`src/rtl/systolic_pkg.sv`:
```
// -----------------------------------------------------------------------------
// systolic_pkg
// Shared definitions for the systolic array, its matrix loader and the result
// checker: default dimensions, the result element type and the checker FSM
// state encoding.
// -----------------------------------------------------------------------------
package systolic_pkg;

    localparam int DATA_WIDTH_DEF = 8;
    localparam int ARRAY_W_W_DEF  = 2;
    localparam int ARRAY_A_L_DEF  = 2;

    // Result elements are full-precision products/sums of two operands.
    typedef logic [2*DATA_WIDTH_DEF-1:0] res_elem_t;

    typedef enum logic [1:0] {
        IDLE = 2'd0,
        RUN  = 2'd1,
        DONE = 2'd2
    } chk_state_t;

    // Index width that never collapses to zero bits for single-entry ranges.
    function automatic int idx_width(input int n);
        return (n > 1) ? $clog2(n) : 1;
    endfunction

endpackage

```
`src/rtl/rc_index_counter.sv`:
```
// -----------------------------------------------------------------------------
// rc_index_counter
// Row/column walker over a ROWS x COLS matrix in row-major order.
//
// Ports:
//   clk      in   system clock
//   reset    in   synchronous reset, active-high
//   clear    in   synchronous restart of the walk at (0,0)
//   advance  in   step to the next element (col first, wrapping into row)
//   row      out  current row
//   col      out  current column
//   idx      out  current row-major index, row*COLS + col
//   last     out  current position is the final element (ROWS-1, COLS-1)
// -----------------------------------------------------------------------------
module rc_index_counter
    import systolic_pkg::*;
#(
    parameter int ROWS  = 2,
    parameter int COLS  = 2,
    parameter int ROW_W = 1,
    parameter int COL_W = 1,
    parameter int IDX_W = 2
) (
    input  logic             clk,
    input  logic             reset,
    input  logic             clear,
    input  logic             advance,
    output logic [ROW_W-1:0] row,
    output logic [COL_W-1:0] col,
    output logic [IDX_W-1:0] idx,
    output logic             last
);

    logic [ROW_W-1:0] row_q, row_d;
    logic [COL_W-1:0] col_q, col_d;
    logic             row_end, col_end;

    assign row_end = (row_q == ROW_W'(ROWS - 1));
    assign col_end = (col_q == COL_W'(COLS - 1));

    always_comb begin
        row_d = row_q;
        col_d = col_q;
        if (advance) begin
            if (col_end) begin
                col_d = '0;
                row_d = row_end ? '0 : row_q + 1'b1;
            end else begin
                col_d = col_q + 1'b1;
            end
        end
    end

    always_ff @(posedge clk) begin
        if (reset || clear) begin
            row_q <= '0;
            col_q <= '0;
        end else begin
            row_q <= row_d;
            col_q <= col_d;
        end
    end

    assign row  = row_q;
    assign col  = col_q;
    assign idx  = IDX_W'(row_q) * IDX_W'(COLS) + IDX_W'(col_q);
    assign last = row_end && col_end;

endmodule

```
`src/rtl/result_check.sv`:
```
// -----------------------------------------------------------------------------
// result_check
// Consumes the systolic array's result matrix as a row-major element stream
// (valid/ready) and compares each element against an expected matrix that is
// latched when the run starts. Reports pass/fail, mismatch count and the
// row-major index of the first mismatch.
//
// Optional feature: define RESULT_CHECK_TIMEOUT_EN to enable a watchdog that
// ends the run (timeout=1, pass=0) after TIMEOUT_CYCLES cycles in RUN with no
// accepted element. Without it, RUN waits indefinitely and timeout is 0.
//
// Ports:
//   clk            in   system clock
//   reset          in   synchronous reset, active-high
//   start          in   single-cycle pulse starting a run (ignored in RUN)
//   expected       in   expected result matrix, packed row-major
//   res_valid      in   result element valid
//   res_data       in   result element
//   res_ready      out  element accepted this cycle when high (RUN only)
//   done           out  run complete; held until next start or reset
//   pass           out  no mismatches (and no timeout); valid when done=1
//   err_count      out  number of mismatching elements
//   first_err_idx  out  row-major index of the first mismatch, 0 if none
//   timeout        out  watchdog expired
// -----------------------------------------------------------------------------
module result_check
    import systolic_pkg::*;
#(
    parameter int DATA_WIDTH     = DATA_WIDTH_DEF,
    parameter int ARRAY_W_W      = ARRAY_W_W_DEF,
    parameter int ARRAY_A_L      = ARRAY_A_L_DEF,
    parameter int TIMEOUT_CYCLES = 1024,
    localparam int N     = ARRAY_W_W * ARRAY_A_L,
    localparam int IDX_W = idx_width(N),
    localparam int CNT_W = $clog2(N + 1)
) (
    input  logic                                                clk,
    input  logic                                                reset,
    input  logic                                                start,
    input  logic [0:ARRAY_W_W-1][0:ARRAY_A_L-1][2*DATA_WIDTH-1:0] expected,
    input  logic                                                res_valid,
    input  logic [2*DATA_WIDTH-1:0]                             res_data,
    output logic                                                res_ready,
    output logic                                                done,
    output logic                                                pass,
    output logic [CNT_W-1:0]                                    err_count,
    output logic [IDX_W-1:0]                                    first_err_idx,
    output logic                                                timeout
);

    localparam int ROW_W = idx_width(ARRAY_W_W);
    localparam int COL_W = idx_width(ARRAY_A_L);

    chk_state_t                                          state_q;
    logic [0:ARRAY_W_W-1][0:ARRAY_A_L-1][2*DATA_WIDTH-1:0] exp_q;
    logic                                                ready_q;
    logic                                                done_q;
    logic                                                pass_q;
    logic [CNT_W-1:0]                                    err_cnt_q, err_cnt_d;
    logic [IDX_W-1:0]                                    first_q;

    logic             hs;
    logic             mismatch;
    logic             start_run;
    logic [ROW_W-1:0] row;
    logic [COL_W-1:0] col;
    logic [IDX_W-1:0] idx;
    logic             last;

    // ready_q is only ever high in RUN, so a handshake implies RUN.
    assign hs        = res_valid && ready_q;
    assign start_run = start && (state_q != RUN);
    assign mismatch  = hs && (res_data != exp_q[row][col]);
    assign err_cnt_d = err_cnt_q + CNT_W'(mismatch);

    rc_index_counter #(
        .ROWS  (ARRAY_W_W),
        .COLS  (ARRAY_A_L),
        .ROW_W (ROW_W),
        .COL_W (COL_W),
        .IDX_W (IDX_W)
    ) u_idx (
        .clk     (clk),
        .reset   (reset),
        .clear   (start_run),
        .advance (hs),
        .row     (row),
        .col     (col),
        .idx     (idx),
        .last    (last)
    );

`ifdef RESULT_CHECK_TIMEOUT_EN
    localparam int TMO_W = $clog2(TIMEOUT_CYCLES + 1);
    logic [TMO_W-1:0] tmo_cnt_q;
    logic             timeout_q;
    logic             tmo_hit;

    // Fires on the TIMEOUT_CYCLES-th consecutive cycle in RUN without a handshake.
    assign tmo_hit = (tmo_cnt_q == TMO_W'(TIMEOUT_CYCLES - 1));
    assign timeout = timeout_q;
`else
    // Watchdog limit has no meaning without the watchdog.
    logic unused_tmo_cfg;
    assign unused_tmo_cfg = |TIMEOUT_CYCLES;
    assign timeout        = 1'b0;
`endif

    always_ff @(posedge clk) begin
        if (reset) begin
            state_q   <= IDLE;
            ready_q   <= 1'b0;
            done_q    <= 1'b0;
            pass_q    <= 1'b0;
            err_cnt_q <= '0;
            first_q   <= '0;
`ifdef RESULT_CHECK_TIMEOUT_EN
            tmo_cnt_q <= '0;
            timeout_q <= 1'b0;
`endif
        end else begin
            case (state_q)
                IDLE, DONE: begin
                    if (start) begin
                        exp_q     <= expected;
                        state_q   <= RUN;
                        ready_q   <= 1'b1;
                        done_q    <= 1'b0;
                        pass_q    <= 1'b0;
                        err_cnt_q <= '0;
                        first_q   <= '0;
`ifdef RESULT_CHECK_TIMEOUT_EN
                        tmo_cnt_q <= '0;
                        timeout_q <= 1'b0;
`endif
                    end
                end
                RUN: begin
                    if (hs) begin
                        err_cnt_q <= err_cnt_d;
                        if (mismatch && (err_cnt_q == '0)) begin
                            first_q <= idx;
                        end
`ifdef RESULT_CHECK_TIMEOUT_EN
                        tmo_cnt_q <= '0;
`endif
                        // Final element: its comparison is folded into pass.
                        if (last) begin
                            state_q <= DONE;
                            ready_q <= 1'b0;
                            done_q  <= 1'b1;
                            pass_q  <= (err_cnt_d == '0);
                        end
                    end
`ifdef RESULT_CHECK_TIMEOUT_EN
                    else if (tmo_hit) begin
                        state_q   <= DONE;
                        ready_q   <= 1'b0;
                        done_q    <= 1'b1;
                        pass_q    <= 1'b0;
                        timeout_q <= 1'b1;
                    end else begin
                        tmo_cnt_q <= tmo_cnt_q + 1'b1;
                    end
`endif
                end
                default: begin
                    state_q <= IDLE;
                    ready_q <= 1'b0;
                end
            endcase
        end
    end

    assign res_ready     = ready_q;
    assign done          = done_q;
    assign pass          = pass_q;
    assign err_count     = err_cnt_q;
    assign first_err_idx = first_q;

endmodule

```
`config.mk`:
```
export PLATFORM = sky130hd
export DESIGN_NAME = result_check
export DESIGN_NICKNAME = d
export VERILOG_FILES = /design/src/rtl/systolic_pkg.sv /design/src/rtl/rc_index_counter.sv /design/src/rtl/result_check.sv
export SDC_FILE = /design/constraint.sdc
export NUM_CORES = 1
export LEC_CHECK = 0
export ABC_AREA = 1
export BUFFER_PORTS_ARGS = -buffer_cell sky130_fd_sc_hd__buf_2
export CAP_MARGIN = 20
export CORE_UTILIZATION = 55
export CTS_BUF_LIST = sky130_fd_sc_hd__clkbuf_4 sky130_fd_sc_hd__clkbuf_8
export DETAILED_ROUTE_END_ITERATION = 16
export GPL_ROUTABILITY_DRIVEN = 1
export PLACE_DENSITY = 0.82
export SETUP_SLACK_MARGIN = 0.05
export SLEW_MARGIN = 5
export SYNTH_ARGS = -nofsm -noshare
export SYNTH_HDL_FRONTEND = slang
export SYNTH_SLANG_ARGS = --single-unit
```
`constraint.sdc`:
```
create_clock -name clk -period 7.5 [get_ports clk]
set_input_delay 0 -clock clk [delete_from_list [all_inputs] [get_ports clk]]
set_output_delay 0 -clock clk [all_outputs]
set_load 0.05 [all_outputs]
```
Word-level counts from Yosys, hierarchy flattened:

Cells that the tools add are included.
Widths: inputs -> output; s select.

* logic and storage cells: 76
* latch bits: 0
* output and inout bits: 9
* bits in registers: 76
* bits of input ports: 84
* memory bits (writable): 0
* ROM bits: 0
* memories: 0

* order comparisons: 2
* div/mod/pow operators: 0
* equality and inequality tests: 8
* shifts and indexed selects: 0
* bitwise logic cells: 3
* multiply operators: 0
* reduce and logical (&&, ||, !) cells: 17
* add/subtract/negate cells: 4
* muxes and demuxes: 30

Operators by type and width (number)
* $mux 32: 3
* $mux 16: 3
* $ne 16x16->1: 1
* $mux 2: 6
* $mux 1: 10
* $reduce_and 3->1: 3
* $ne 2x2->1 const B: 4
* $pmux 2 s2: 2
* $reduce_and 4->1: 2
* $logic_not 3->1: 2
* $mux 3: 2
* $pmux 1 s2: 3
* $pmux 3 s2: 1
* $logic_and 1x1->1: 5
* $ge 2x2->1 const B: 2
* $not 1->2: 2
* $add 3x1->3: 1
* $add 1x1->1 const B: 2
* $add 2x1->2: 1
* $eq 2x1->1 const B: 1
* $eq 2x2->1 const B: 1
* $logic_not 2->1: 1
* $ne 2x1->1 const B: 1
* $reduce_and 2->1: 1
* 4 further kinds: 4

Longest topological paths before layout:

Gate-level depths: netlist of run 1.

* word-level depth: 14
* gate-level depth with buffers: 18

Cells and area by module:

A second synthesis of run 1 with hierarchy kept.

* cell total of the unflattened synthesis: 338
* area, all modules: 3382.0 um^2

By module, submodules not included
* result_check: instances 1, area each 3283.1 um^2, cells each 323, seq. area each 2122.0 um^2
* rc_index_counter: instances 1, area each 98.8 um^2, cells each 15, seq. area each 40.0 um^2

Worst setup path before layout of run 1:

OpenSTA, ideal clock, no wires.

* path type: register -> register
* start: register state_q[0]
* end: register exp_q[0] in the netlist's numbering, enable pin
* slack: 3.865 ns
* arrival: 3.149 ns
* cell stages (with the launch flop): 4
* library setup time: 0.486 ns
* period minus slack after synthesis: 3.635 ns
* path through: dfxtp_1 > inv_1 > nand2_1 > nor2_1

* cells in the longest elaborated chain, start to end: 3

Ends and longest elaborated chain
* from (decl): RTL line result_check.sv:54 `chk_state_t state_q;`
* from (signal assigned): RTL line result_check.sv:111 `state_q <= IDLE;`
* from (signal assigned): RTL line result_check.sv:126 `state_q <= RUN;`
* from (signal assigned): RTL line result_check.sv:149 `state_q <= DONE;`
* $eq 2x2->1 or $logic_not 2->1 (tied branches): RTL line result_check.sv:122 `case (state_q)`
* $reduce_or 2->1 (*): RTL line result_check.sv:122
* $reduce_and 3->1 (no source line) (*)
* to (signal assigned): RTL line result_check.sv:125 `exp_q <= expected;`
* to (decl): RTL line result_check.sv:55 `logic [0:ARRAY_W_W-1][0:ARRAY_A_L-1][2*DATA_WIDTH-1:0] exp_q;`

Mark *: on every way between the ends. The rest lies on a longest branch, timed or not.
A chain may end at the register's enable or synchronous reset.

Worst setup path in the final report of run 1:

* start: register u_idx.col_q (netlist: u_idx.col)
* end: register pass_q (netlist: pass)

* cells in the longest elaborated chain, start to end: 11

Ends and longest elaborated chain
* from (decl): RTL line rc_index_counter.sv:35 `logic [COL_W-1:0] col_q, col_d;`
* from (signal assigned): RTL line rc_index_counter.sv:60 `col_q <= col_d;`
* $not 1->2 (implied by the code): RTL line result_check.sv:73 `assign mismatch = hs && (res_data != exp_q[row][col]);`
* $mux 16 (implied by the code) (3 in a row): RTL line result_check.sv:73
* $ne 16x16->1: RTL line result_check.sv:73
* $logic_and 1x1->1: RTL line result_check.sv:73
* $add 3x1->3: RTL line result_check.sv:74 `assign err_cnt_d = err_cnt_q + CNT_W'(mismatch);`
* $logic_not 3->1: RTL line result_check.sv:152 `pass_q <= (err_cnt_d == '0);`
* $mux 1: RTL line result_check.sv:148 `if (last) begin`
* $mux 1: RTL line result_check.sv:139 `if (hs) begin`
* $pmux 1 s2: RTL line result_check.sv:122
* to (signal assigned): RTL line result_check.sv:152
* to (decl): RTL line result_check.sv:58 `logic pass_q;`

Parallel ways exist; a longest one is shown, timed or not. The select of a mux whose other input is x is not followed.

==> results of run 1 <==
[path summary, 6_finish.rpt]
kind	endpoint	slack (ns)	cells past startpoint
min	u_idx.col	0.12	4
max	pass	4.53	15
max reg2reg	pass	4.53	15
min reg2reg	done	0.47	2
[what timing repair did]
action,in CTS,in global routing
endpoints found under the hold margin,75,0
hold buffers,66,0
endpoints found under the setup margin,0,0
[flip-flops by register name, summed over array words and instances (netlist names)]
register and cells:
exp_q 64, err_count 3, first_err_idx 2, state_q 2
done 1, pass 1, res_ready 1, u_idx.col 1
u_idx.row 1
[metal layers]
layer / vias up / track usage, % / routed length [um]
met1: 1381 / 31.9 / 3230
met4: 0 / 16.4 / 347
met3: 35 / 7.98 / 642
li1: 1431 / - / -
met5: - / 0 / 0
met2: 168 / 51.0 / 4530
[area by class of cell]
cell class	instances	area [um^2]	area share (%)
repair buffers	159	1150	24.2
clock inverters	7	85.1	1.79
multi-input cells	231	1090	22.9
clock buffers	9	124	2.60
well taps	75	93.8	1.97
inverters	13	58.8	1.23
flip-flops and latches	76	2160	45.4
[metrics by stage]
| step | hold WS, ns | utilization (%) | instance area, um^2 |
|---|---|---|---|
| global placement | 0.177 | 64.9 | 3870 |
| global route | 0.184 | 80.0 | 4760 |
| detailed placement | 0.178 | 65.4 | 3890 |
| floorplan | 0.0989 | - | 3420 |
| CTS | 0.104 | 80.0 | 4760 |
| finish | 0.125 | 80.0 | 4760 |
[power groups by stage]
| stage | logic [mW] | clock network [mW] | registers [mW] |
|---|---|---|---|
| after floorplan | 0.0408 | 0 | 0.495 |
| after detailed placement | 0.0747 | 0 | 0.494 |
| final | 0.105 | 0.333 | 0.484 |
| after global placement | 0.0722 | 0 | 0.494 |
| after CTS | 0.101 | 0.333 | 0.484 |
| after global routing | 0.116 | 0.350 | 0.486 |
[synth_stat cells]
cell type	count	area (um^2)
buf_4	2	15.0
nand3_2	8	80.1
nand2_1	130	488
buf_6	7	78.8
nor3b_1	1	7.51
edfxtp_1	64	1920
nor3_1	2	10.0
inv_8	1	11.3
nand2_2	9	56.3
inv_1	11	41.3
clkbuf_1	1	3.75
dfxtp_1	12	240
nor2_2	2	12.5
ha_1	2	25.0
nand3b_1	13	97.6
nor4_1	1	6.26
nand3_1	30	150
a21oi_1	12	60.1
nor2_1	16	60.1
buf_2	1	5.00
o21ai_0	3	15.0
conb_1	1	3.75
inv_4	1	6.26
xor2_1	1	8.76
buf_8	1	15.0
[logic make-up (layout without fill, tap and decap cells)]
group | Yosys count | in the layout | synth area share [%]
flops | 76 | 76 | 63.2
simple gates | 212 | 212 | 28.3
compound gates | 15 | 15 | 2.20
buf+inv | 25 | 188 | 5.16
other cells | 1 | 1 | 0.110
fa+ha+maj | 2 | 2 | 0.732
xor+xnor | 1 | 1 | 0.256
[worst reg2reg max path: cells and delay by family, from the launching register on]
family	cells	cell delay (ns)
xor gates and xnor gates	1	0.16
and+or+nand+nor	9	1.00
AOI/OAI and AO/OA	2	0.18
DFF	1	0.91
adders and majority gates	2	0.40
buffers and inverters	1	0.26
==> out/qor.txt, run 1 <==
status = finished, final reports clean
I/O pin count = 93
Cell Pwr Density = 194 mW/mm^2
HP Class = input port to register
grt total ovfl = 0
gr usage total = 29.2%
fin crit share = 39.6%
postcts setup bufs = 0
nets@finish = 576
CP bufs+invs = 1
worst hold start = res_valid
crit end category = register
# setup viols final = 0
DRC viols = 0
Reg clk slew, reported paths = 0.09 ns
Final GP Congestion = 0.896
Max IR drop VDD = 0.173 mV
Leakage = 2.08 nW
internal power = 0.693 mW
net switching power = 0.230 mW
syn avg cell area = 10.3 um^2
relative slew slack = 40.6%
number of antenna-violating nets in the routed design = 0
CTS sink cnt = 76
switching part of the total = 24.9%
setup TNS = 0 ns
DRT iter0 DRCs = 285
share of cells above drive strength 1 = 26.5%
critical path's most frequent cell = nand2_1
total die area = 0.00654 mm^2
CP max FO = 19
routed vias = 3015
Startpoint Class = register
Routed WL per cell = 15.3 um
CORE AREA = 0.00596 mm^2
crit path time final = 2.97 ns
largest net degree at the start of global routing = 57
synth unique cells = 25
clk root buf = clkbuf_8
routed vias/inst = 5.29
Seq/Total Area, Yosys = 63.2%
die width = 80.9 um
H-tree depth = 3
commonest non-fill, non-tap cell in the layout = nand2_1
Clock Latency Late Sink = 0.35 ns
worst path cell trace = inv_4 > nand3_1 > nand2_1 > nand2_1 > nand2_1 > nor2_1 > nand2_1 > nor2_2 > a21oi_1 > ha_1 > ha_1 > xor2_1 > nor3_1 > a21oi_1 > nor2_1
Clk pwr share = 36.1%
dpl cells = 488
worst-margin pin slew = 0.889 ns
Mapped Cells = 332
CTS buffer count = 9
Area Overhead vs Synth = 39.3%
post-CTS resize count = 0
RR Startpoint = u_idx.col
slowest library cell on the worst path = dfxtp_1
max-slew violations = 0
Max Cap Viol = 0
worst setup margin = 4.53 ns
crit path launch = u_idx.col
TritonCTS clock tree = done
sequential fraction of design power = 52.5%
first-pass GRT wire length = 13.9 mm
Mapped Nets = 418
Fmax = 0.337 GHz
Worst Skew = 0.0133 ns
Critical Path RT = 7.79 ns
slowest stage delay, CP = 0.91 ns
# rows = 28
fin cells = 570
dpl ws = 4.67 ns
first-pass iteration count of the detailed router = 5
detailed placement HPWL = 4.72 mm
synthesized area = 0.00342 mm^2
Yosys warnings = 0
die height = 80.9 um
initial antenna violation count = 0
Port Buffer Count = 91
routed wire length = 8.75 mm
RSZ-0062 raised after global routing = no
commonest cells after routing, fill and taps aside = nand2_1, buf_2, dlygate4sd3_1
Power Total = 0.922 mW
synthesized flop and latch total = 76
starting density of the core = 57.4%
number of global-route vias before repair = 2993
part of the power in combinational logic = 11.4%
Final Hold Viols = 0
ant diodes = 0
Worst Setup Path Type = register to register
Worst Path Arrival = 3.26 ns
clock tree buffer depth = 2
crit-path leading delay family = simple AND/OR/NAND/NOR gates
fillers = 350
No activity file was read; power rests on OpenSTA's default activity.
==> run 2: changes to the inputs <==
- ABC_AREA: 1 -> 0
- CORE_UTILIZATION: 55 -> 48
- PLACE_DENSITY: 0.82 -> 0.77
- clock period: 7.5 -> 2.5 ns (I/O delays scaled with it)
==> run 2 against run 1 <==
  * The run now ends with setup timing left
  * Critical path depth decreased by 4
  * Clock power increased to 3.2 times the previous value
  * Worst setup slack got worse by 4.7 ns
  * Maximum frequency increased by 13%
  * Die area increased by 1.6%
  * Clock-buffer cell count increased by 2
  * Clock skew decreased by 0.0069 ns
  * First-iteration DRC count decreased by 45%
  * Final area decreased by 1.7%
  * Synthesized cell count decreased by 48%
  * Wire length decreased by 13%
  * Via count decreased by 27%
  * Critical endpoint unchanged
  * Highest routed layer unchanged
==> out/qor.txt, run 2 <==
status = finished, violations left
failing checks = setup timing
Final Hold Viols = 0 (unchanged)
largest net degree at the start of global routing = 65 (+14%)
fraction of registers with async set/reset = 0% (unchanged)
synthesized flop and latch total = 76 (unchanged)
RSZ-0062 raised after global routing = yes
top_reg_cell synth = edfxtp_1
fin cells = 428 (-25%)
H-tree depth = 3 (unchanged)
total die area = 0.00664 mm^2 (+1.6%)
Final GP Congestion = 0.811 (-9.4%)
Routed WL per cell = 17.9 um (+16%)
routed vias = 2197 (-27%)
die width = 81.5 um (+0.79%)
Area Overhead vs Synth = 54.5%
Mapped Nets = 259 (-38%)
worst hold start = res_valid
crit end category = register
CTS sink cnt = 76 (unchanged)
first-pass GRT wire length = 11.4 mm (-18%)
Worst Skew = 0.00638 ns (-0.00690 ns)
Cell Pwr Density = 600 mW/mm^2 (+210%)
detailed placement HPWL = 3.93 mm (-17%)
Fmax = 0.381 GHz (+13%)
Worst Path Arrival = 2.91 ns (-0.35 ns)
I/O pin count = 93 (unchanged)
# setup viols final = 2 (+2)
ant diodes = 0 (unchanged)
CORE AREA = 0.00599 mm^2 (+0.59%)
FF-to-FF End = pass
DRC viols = 0 (unchanged)
nets@finish = 434 (-25%)
CTS buffer count = 9 (unchanged)
TritonCTS clock tree = done
Leakage = 1.80 nW (-14%)
R2R setup slack = -0.13 ns (-4.66 ns)
clk root buf = clkbuf_8
first-pass iteration count of the detailed router = 4 (-1)
initial antenna violation count = 0 (unchanged)
grt total ovfl = 0 (unchanged)
number of synthesized flops with an enable pin = 64 (unchanged)
Max Cap Viol = 0 (unchanged)
top-count cell post-synth = edfxtp_1
gr usage total = 25.3% (-4.0 points)
crit path launch = u_idx.row
largest cells by area after synthesis = edfxtp_1, mux4_2, dfxtp_1
starting density of the core = 50.6% (-6.8 points)
HP Class = input port to register
Mapped Cells = 173 (-48%)
dpl cells = 341 (-30%)
syn avg cell area = 17.5 um^2 (+70%)
routed vias/inst = 5.13 (-3.0%)
Port Buffer Count = 91 (unchanged)
fin area = 0.00468 mm^2 (-1.7%)
Synth top cells by count = edfxtp_1, xnor2_1, mux4_2
Yosys top cell by area = edfxtp_1
fin crit share = 105% (+65 points)
Largest register FFs = 64 (unchanged)
commonest cells after routing, fill and taps aside = buf_2, dlygate4sd3_1, edfxtp_1
# rows = 28 (unchanged)
worst r2r path cells = 11 (-4)
number of antenna-violating nets in the routed design = 0 (unchanged)
share of cells above drive strength 1 = 43.6% (+17 points)
crit path time final = 2.63 ns (-0.344 ns)
Startpoint Class = register
Placement Cell Area = 0.00366 mm^2 (-6.0%)
routed wire length = 7.65 mm (-13%)
die height = 81.5 um (+0.79%)
synthesized area = 0.00303 mm^2 (-11%)
DRT iter0 DRCs = 158 (-45%)
Worst Setup Path Type = register to register
commonest non-fill, non-tap cell in the layout = buf_2
RR Startpoint = u_idx.row
synth unique cells = 24 (-4.0%)
Reg clk slew, reported paths = 0.08 ns (about the same)
Max IR drop VDD = 0.508 mV (+190%)
max-slew violations = 0 (unchanged)
Yosys warnings = 0 (unchanged)
Critical Path RT = 2.78 ns (-5.01 ns)
hold path depth = 4 (unchanged)
clock tree buffer depth = 2 (unchanged)
Hold Path End = u_idx.row
number of global-route vias before repair = 2372 (-21%)
Seq/Total Area, Yosys = 71.3% (+8.1 points)
worst setup margin = -0.126 ns (-4.66 ns)
post-synth top area share = 63.4% (+7.2 points)
Top reg by flops = exp_q
CP max FO = 5 (-14)
Clock Latency Late Sink = 0.35 ns (about the same)
-- run 2: cell families (layout without fill, tap and decap cells) --
kind of cell / count (synthesis) / in the layout / share of synthesized area (%)
buffers and inverters: 8 / 188 / 1.32
other: 1 / 1 / 0.124
muxes: 18 / 18 / 12.5
adders and majority gates: 2 / 2 / 0.825
DFF: 76 / 76 / 71.3
and+or+nand+nor: 37 / 37 / 6.15
AOI/OAI and AO/OA: 12 / 12 / 2.27
xor gates and xnor gates: 19 / 19 / 5.49
-- run 2: layer usage --
metal | up-vias | wire (um) | share of wire [%] | track usage (%)
met2 | 87 | 4370 | 57 | 47.2
met4 | 0 | 129 | 1.7 | 9.82
met1 | 1074 | 2750 | 36 | 26.0
li1 | 1020 | - | - | -
met3 | 16 | 390 | 5.1 | 8.00
met5 | - | 0 | 0 | 0
-- run 2: stage by stage --
step	setup slack, ns	TNS [ns]	util [%]	total power, mW	hold WS, ns
finish	-0.126	-0.139	78.2	2.81	0.0950
global route	-0.276	-0.607	78.2	2.90	0.104
CTS	-0.137	-0.152	77.2	2.79	0.0795
detailed placement	-0.192	-0.257	61.1	1.68	0.178
global placement	-0.129	-0.129	61.1	1.67	0.177
floorplan	0.0683	0	-	1.58	0.0728
-- run 2: cell type report --
cell class | instances | area (um^2)
flip-flops and latches | 76 | 2170
fillers | 350 | 1310
repair buffers | 170 | 1270
multi-input cells | 89 | 923
clock buffers | 11 | 139
well taps | 75 | 93.8
clock inverters | 5 | 85.1
inverters | 2 | 7.51
-- run 2: timing repair --
item | CTS | global route
gates cloned | 1 | 0
setup endpoints to repair | 3 | 5
hold buffers | 66 | 0
pin swaps | 6 | 2
hold endpoints to repair | 69 | 0
resized for setup | 9 | 7
buffers inserted | 2 | 2
-- run 2: critical path: stages, from the launching register on --
cell and delay [ns]:
dfxtp_4 0.42, buf_16 0.14, mux4_2 0.55, xnor2_2 0.17
nand4_1 0.14, nor4_2 0.31, nor2_1 0.08, ha_2 0.19
ha_4 0.24, nor3_2 0.14, nand3_1 0.08, a21oi_1 0.12
-- run 2: how the worst max path moves through the flow --
stage / endpoint / slack (ns) / cells past startpoint
2_1_floorplan: pass / 0.07 / 11
3_3_place_gp: pass / -0.13 / 11
3_5_place_dp: pass / -0.19 / 11
4_1_cts: pass / -0.14 / 11
5_1_grt: pass / -0.28 / 11
6_report: pass / -0.13 / 11
-- run 2: power breakdown --
group          switching [mW]  internal [mW]
registers              0.0183           1.43
clock network           0.466          0.590
logic                   0.129          0.178
